## src/rtl/mem_access_unit.sv

```systemverilog
// Memory-stage responder: 64-bit ld/sd carried out as two 32-bit bus beats (low word first),
// with misalignment/illegal-op detection, a per-beat ack timeout and a pipeline stall.
module mem_access_unit #(
    parameter int ADDR_W  = 32,
    parameter int TIMEOUT = 16
) (
    input  logic              clk,
    input  logic              rst_n,
    input  logic              req_valid,
    output logic              req_ready,
    input  logic              MemRead,
    input  logic              MemWrite,
    input  logic [63:0]       alu_result,
    input  logic [63:0]       write_data,
    output logic              resp_valid,
    output logic              resp_err,
    output logic [63:0]       read_data,
    output logic              stall,
    output logic              bus_req,
    output logic              bus_we,
    output logic [ADDR_W-1:0] bus_addr,
    output logic [31:0]       bus_wdata,
    input  logic              bus_ack,
    input  logic [31:0]       bus_rdata
);

    typedef enum logic [1:0] {S_IDLE, S_LO, S_HI, S_RESP} state_t;

    localparam int TW = (TIMEOUT < 2) ? 1 : $clog2(TIMEOUT);
    localparam logic [TW-1:0] TMO_LAST = TW'((TIMEOUT > 0) ? TIMEOUT - 1 : 0);

    state_t              r_state;
    state_t              w_next;
    logic [ADDR_W-1:0]   r_addr;
    logic [63:0]         r_wdata;
    logic                r_we;
    logic                r_err;
    logic [31:0]         r_lo;
    logic [63:0]         r_read_data;
    logic [TW-1:0]       r_tcnt;
    logic                w_accept;
    logic                w_bad;
    logic                w_tmo_hit;

    assign w_accept  = req_valid && (r_state == S_IDLE) && (MemRead || MemWrite);
    assign w_bad     = (alu_result[2:0] != 3'b000) || (MemRead && MemWrite);
    assign w_tmo_hit = (TIMEOUT != 0) && !bus_ack && (r_tcnt == TMO_LAST);

    // Upper effective-address bits beyond the bus width are intentionally dropped.
    generate
        if (ADDR_W < 64) begin : g_addr_hi
            logic w_unused_addr_hi;
            assign w_unused_addr_hi = ^alu_result[63:ADDR_W];
        end
    endgenerate

    always_ff @(posedge clk or negedge rst_n) begin
        if (!rst_n) begin
            r_state <= S_IDLE;
        end else begin
            r_state <= w_next;
        end
    end

    always_comb begin
        w_next    = r_state;
        bus_req   = 1'b0;
        bus_we    = 1'b0;
        bus_addr  = '0;
        bus_wdata = '0;
        case (r_state)
            S_IDLE: begin
                if (w_accept) begin
                    w_next = w_bad ? S_RESP : S_LO;
                end
            end
            S_LO: begin
                bus_req   = 1'b1;
                bus_we    = r_we;
                bus_addr  = r_addr;
                bus_wdata = r_wdata[31:0];
                if (bus_ack) begin
                    w_next = S_HI;
                end else if (w_tmo_hit) begin
                    w_next = S_RESP;
                end
            end
            S_HI: begin
                bus_req   = 1'b1;
                bus_we    = r_we;
                bus_addr  = r_addr + ADDR_W'(4);
                bus_wdata = r_wdata[63:32];
                if (bus_ack || w_tmo_hit) begin
                    w_next = S_RESP;
                end
            end
            S_RESP: begin
                w_next = S_IDLE;
            end
            default: begin
                w_next = S_IDLE;
            end
        endcase
        stall = (r_state == S_LO) || (r_state == S_HI) || w_accept ||
                ((r_state == S_IDLE) && (w_next == S_RESP));
    end

    assign req_ready  = (r_state == S_IDLE);
    assign resp_valid = (r_state == S_RESP);
    assign resp_err   = (r_state == S_RESP) && r_err;
    assign read_data  = r_read_data;

    // Error flag is decided at accept (bad request) or when a beat times out;
    // read_data is written only by a completed high read beat.
    always_ff @(posedge clk or negedge rst_n) begin
        if (!rst_n) begin
            r_addr      <= '0;
            r_wdata     <= '0;
            r_we        <= 1'b0;
            r_err       <= 1'b0;
            r_lo        <= '0;
            r_read_data <= '0;
            r_tcnt      <= '0;
        end else begin
            case (r_state)
                S_IDLE: begin
                    if (w_accept) begin
                        r_addr  <= alu_result[ADDR_W-1:0];
                        r_wdata <= write_data;
                        r_we    <= MemWrite;
                        r_err   <= w_bad;
                        r_tcnt  <= '0;
                    end
                end
                S_LO: begin
                    if (bus_ack) begin
                        if (!r_we) begin
                            r_lo <= bus_rdata;
                        end
                        r_tcnt <= '0;
                    end else if (w_tmo_hit) begin
                        r_err <= 1'b1;
                    end else begin
                        r_tcnt <= r_tcnt + TW'(1);
                    end
                end
                S_HI: begin
                    if (bus_ack) begin
                        if (!r_we) begin
                            r_read_data <= {bus_rdata, r_lo};
                        end
                        r_err <= 1'b0;
                    end else if (w_tmo_hit) begin
                        r_err <= 1'b1;
                    end else begin
                        r_tcnt <= r_tcnt + TW'(1);
                    end
                end
                default: begin
                end
            endcase
        end
    end

endmodule

```

## config.mk

```make
export PLATFORM = sky130hd
export DESIGN_NAME = mem_access_unit
export DESIGN_NICKNAME = d
export VERILOG_FILES = /design/src/rtl/mem_access_unit.sv
export SDC_FILE = /design/constraint.sdc
export NUM_CORES = 1
export LEC_CHECK = 0
export CAP_MARGIN = 5
export CORE_MARGIN = 5
export CORE_UTILIZATION = 48
export CTS_BUF_LIST = sky130_fd_sc_hd__clkbuf_8
export DETAILED_ROUTE_END_ITERATION = 8
export PLACE_DENSITY = 0.83
export SYNTH_ARGS = -nofsm -noshare
export SYNTH_HDL_FRONTEND = slang
export SYNTH_SLANG_ARGS = --single-unit
```

## constraint.sdc

```tcl
create_clock -name clk -period 2.94 [get_ports clk]
set_input_delay 0.588 -clock clk [delete_from_list [all_inputs] [get_ports clk]]
set_output_delay 0.588 -clock clk [all_outputs]
set_load 0.05 [all_outputs]
```

* After elaboration in Yosys (flattened, before gate mapping)
Index checks and enable logic that the tools add are counted.
Storage, ports and cells: register bits after elaboration 200, latch bits 0, RAM bits 0, bits in read-only memories 0, bits of input ports 166, output and inout port bits 134, word-level logic and storage cells 61, memories kept 0
Cells by class: add/subtract/negate cells 2, multipliers 0, divide/modulo/power cells 0, $lt $le $gt $ge 0, equality and inequality tests 8, shift-type cells 0, multiplexer cells 20, bitwise gates (word level) 1, reduce and logical (&&, ||, !) cells 22
Operator list (number):
- case mux 32 bit (2 select lines) | 2
- adder 32 x 3 -> 32 bit (second input constant) | 1
- two-way mux 4 bit | 4
- case mux 4 bit (3 select lines) | 1
- AND reduction 3 bit | 4
- two-way mux 2 bit | 5
- case mux 2 bit (4 select lines) | 1
- == test 2 bit (second input constant) | 3
- logical AND 1 bit | 6
- logical OR 1 bit | 6
- two-way mux 1 bit | 6
- nonzero test 3 bit | 2
- adder 4 x 1 -> 4 bit (second input constant) | 1
- == test 4 bit (second input constant) | 1
- inequality test 2 bit (second input constant) | 2
- case mux 1 bit (3 select lines) | 1
- == test 2 x 1 -> 1 bit (second input constant) | 1
- logical NOT 2 bit | 1
- inequality test 2 x 1 -> 1 bit (second input constant) | 1
- AND reduction 2 bit | 1
- OR reduction 2 bit | 1
- logical NOT 1 bit | 1
- inverter 1 bit | 1

* Longest topological paths before layout
word-level depth 8, mapped depth 8, gate-level depth less buffers 6

* Worst setup path after synthesis
No wires, ideal clock.
path type reg-to-output, start point register r_state[1], end point output port bus_addr[13], arrival time 3.336 ns, required time 2.352 ns, setup slack -0.984 ns, cell stages (with the launch flop) 7, path buffers 2, cell sequence dfrtp_1 > inv_1 > ha_1 > clkbuf_8 > nand2_1 > clkbuf_1 > o41ai_1
Between the ends: word-level cells in the longest chain between the ends 2, elaborated cells between the ends (all ways) 3, classes of those cells 2 x eq/ne; 1 x mux
Ends and longest elaborated chain:
- start: declaration | RTL line 32 | state_t r_state;
- start signal: assignment | RTL line 61 | r_state <= w_next;
- == test 2 bit or == test 2 x 1 -> 1 bit (tied branches) | RTL line 71 | case (r_state)
- case mux 32 bit (2 select lines) (*) | RTL line 71
- end: declaration | RTL line 21 | output logic [ADDR_W-1:0] bus_addr,
Every way passes the cells marked *; elsewhere a longest branch is shown, timed or not.

* Worst setup path after layout
start point register r_addr[6], end point output port bus_addr[16]
Between the ends: word-level cells in the longest chain between the ends 2
Ends and longest elaborated chain:
- start: declaration | RTL line 34 | logic [ADDR_W-1:0] r_addr;
- start signal: assignment | RTL line 128 | r_addr <= alu_result[ADDR_W-1:0];
- adder 32 x 3 -> 32 bit | RTL line 91 | bus_addr = r_addr + ADDR_W'(4);
- case mux 32 bit (2 select lines) | RTL line 71
No other way between the ends.

==> impl_metrics.tcl <==
set metrics [dict create \
    status "finished, final reports clean" \
    ys.flop_type "dfrtp_1" \
    crit_family "simple AND/OR/NAND/NOR gates" \
    rsz0062_at_grt "true" \
    critical_path_class "reg2out" \
    fin_area_um2 13700 \
    dieArea_um2 22200 \
    avgRoutedWirePerCell_um 20.3 \
    die-height_um 149 \
    reg2reg_depth 6 \
    ant_nets 0 \
    grt_max_degree 96 \
    instances_no_fill 1264 \
    critical_path_arrival_ns 2.31 \
    min_period_ns 2.90 \
    root_buffer "clkbuf_8" \
    post-route-period-util_pct 98.7 \
    dpl.hpwl_mm 18.3 \
    setup_violations 0 \
    cts_tree "yes" \
    clock_sinks 200 \
    yosysMostFrequentCell "dfrtp_1" \
    tightest_slew_ns 0.741 \
    portBuffers 267 \
    synth-edff-count 0 \
    netlist_area_um2 9270 \
    power_density_nw_per_um2 1380 \
    multi_input_area_um2 4230 \
    wirelength_mm 25.7 \
    drive_gt1_share_pct 37.4 \
    synth.distinct_cells 65 \
    antenna_found_initial 1 \
    die_x_um 149 \
    slowest_delay_ns 0.49 \
    use_met2_pct 39.8 \
    cp-end-kind "output port" \
    yosys-top-cells-area "dfrtp_1, mux2_2, a22oi_1, nor2_1, mux2_1" \
    dr.pass1.iters 4 \
    maxSlewHeadroom_pct 50.6 \
    slew_viol_final 0 \
    vdd_drop_max_mv 0.761 \
    routabilityCongestion 0.853 \
    hold_viol 0 \
    clkLatencyLatePin_ns 0.46 \
    syn_nets 893 \
    place_area_um2 13000 \
    crit_buf_inv 1 \
    grt.busiest_layer "met2" \
    tns_ns 0 \
    yosysSeqAreaShare_pct 54.0 \
    viasPerCell 5.64 \
    yosysTopAreaCell "dfrtp_1" \
    grtUsageTotal_pct 23.2 \
    seq_area_um2 5020 \
    synth_seq_cells 200 \
    slowest_stage "dfrtp_2" \
    worstPathRequired_ns 2.35 \
    p_leak_nw 5.71 \
    fin_nets 1164 \
    ios 300 \
    path_cells "nand4_4 > nor4_4 > a21oi_1 > a311oi_2 > buf_12" \
    grt_pass1_wl_mm 41.2 \
    initial_core_util_pct 49.2 \
    postSynthAreaPerCell_um2 12.9 \
    drc 0 \
    syn_to_final_growth_pct 47.8 \
    grt_use_met3_pct 8.17 \
    hold_path.class "in2async" \
    core_um2 18800 \
    placed_cells 1222 \
    cts_buffer_depth 2 \
    cts_max_level 4 \
    numCtsBuffers 17 \
    drv_cap 0 \
    ctsHoldBuffers 0 \
    gr-total-overflow 0 \
    synth_commonest_cells "dfrtp_1, mux2_2, nor2_1, a22oi_1, nand2_1" \
    dr_total_vias 7133 \
    synthCells 719 \
    yosysTopAreaCellShare_pct 54.0 \
    grt_pass1_vias 7537 \
    timing.fmax_ghz 0.345 \
    cp-start-kind "register" \
    met1_usage_pct 28.1 \
    ys_async_sr_fraction_pct 100 \
    rows 50 \
    finalClockSkew_ns 0.0239 \
    path_max_fanout 10 \
    clk_pin_slew_ns 0.11 \
    fillCellCount 1196 \
    ys_warn_count 0 \
    cp_num_cells 5 \
    drtIter0Drc 327 \
]
-- power by group --
group          switching (mW)  total (mW)  leakage (nW)  internal, mW
Clock                    1.07        1.80         0.207         0.735
Combinational            6.68        11.9          3.12          5.20
Sequential               1.05        5.19          2.39          4.14
Total                    8.80        18.9          5.71          10.1
-- flip-flops by register name, summed over array words and instances (netlist names) --
register	flops
r_err	1
r_tcnt	4
read_data	64
r_state	2
r_wdata	64
r_lo	32
r_addr	32
r_we	1
-- through the flow --
stage / hold slack, ns / power, mW / setup slack (ns) / utilization [%]
finish: 0.153 / 18.9 / 0.0383 / 72.7
global route: 0.181 / 19.8 / -0.101 / 72.7
CTS: 0.177 / 18.8 / 0.00405 / 72.2
detailed placement: 0.473 / 16.8 / 0.106 / 69.2
global placement: 0.460 / 16.5 / 0.144 / 69.2
floorplan: 0.292 / 12.1 / -0.318 / -
-- worst reg2reg max path: stages (launching register included) --
cell      delay, ns
dfrtp_1        0.42
inv_2          0.10
ha_4           0.20
o211ai_1       0.11
buf_4          0.18
buf_12         0.40
mux2_2         0.48
-- path summary, 6_finish.rpt --
| check | from | to | slack [ns] |
|---|---|---|---|
| worst max register to register | r_state[0]$_DFF_PN0_ | r_wdata[34]$_DFFE_PN0P_ | 0.93 |
| worst max-delay path | r_addr[6]$_DFFE_PN0P_ | bus_addr[16] | 0.04 |
| worst min-delay path | rst_n | r_wdata[40]$_DFFE_PN0P_ | 0.15 |
| max in group asynchronous | rst_n | r_lo[4]$_DFFE_PN0P_ | 1.94 |
| worst min register to register | r_lo[12]$_DFFE_PN0P_ | read_data[12]$_DFFE_PN0P_ | 0.49 |
| min in group clk | r_lo[12]$_DFFE_PN0P_ | read_data[12]$_DFFE_PN0P_ | 0.49 |
-- cell families (layout without fill, tap and decap cells) --
family	after synthesis	after routing	synth area share, %
buf+inv	57	341	3.43
fa+ha+maj	8	8	1.08
other cells	0	1	0
compound gates	120	120	9.60
flops	200	200	54.0
mux	195	195	23.7
simple gates	139	139	8.21
-- layout make-up --
type                       count  area share (%)
clock inverter                14            1.21
tap                          260            2.38
antenna                        1          0.0183
multi-input combinational    462            30.9
timing repair buffer         298            26.8
inverter                      11           0.338
sequential                   200            36.6
clock buffer                  18            1.81
-- metal layers --
layer | part of all wire (%) | routed length, µm
met5 | 0.027 | 7
met3 | 9.6 | 2470
met1 | 39 | 9900
met4 | 1.7 | 447
met2 | 50 | 12800
-- placed cells by master (no fill, tap or decap), types with 3 or more instances in the layout --
| master | count |
|---|---|
| a21oi_1 | 14 |
| clkbuf_8 | 19 |
| dfrtp_1 | 191 |
| buf_4 | 21 |
| o311ai_2 | 3 |
| a311oi_1 | 3 |
| buf_12 | 71 |
| nor3_1 | 3 |
| a31o_2 | 6 |
| a22oi_1 | 33 |
| a31oi_4 | 3 |
| nand3_2 | 3 |
| mux2_2 | 182 |
| a41oi_1 | 6 |
| mux2_1 | 12 |
| dfrtp_2 | 9 |
| a31oi_1 | 4 |
| nand3_1 | 12 |
| nand2_2 | 3 |
| inv_1 | 8 |
| nand4_1 | 11 |
| nor4_4 | 3 |
| a311oi_2 | 3 |
| nor2_1 | 44 |
| nand2_1 | 28 |
| o21ai_0 | 10 |
| ha_1 | 6 |
| clkdlybuf4s50_1 | 200 |
| a32oi_1 | 3 |
| and3_1 | 5 |
| clkinv_4 | 4 |
| and2_1 | 5 |
| o21ai_4 | 3 |
| clkinv_8 | 3 |
-- what timing repair did --
item                       4_1_cts  5_1_grt
cloned                           1        0
pin swaps                        3        4
resized for setup               28       22
buffers inserted                 4        4
setup endpoints to repair       65       50
No activity file was read; power rests on OpenSTA's default activity.
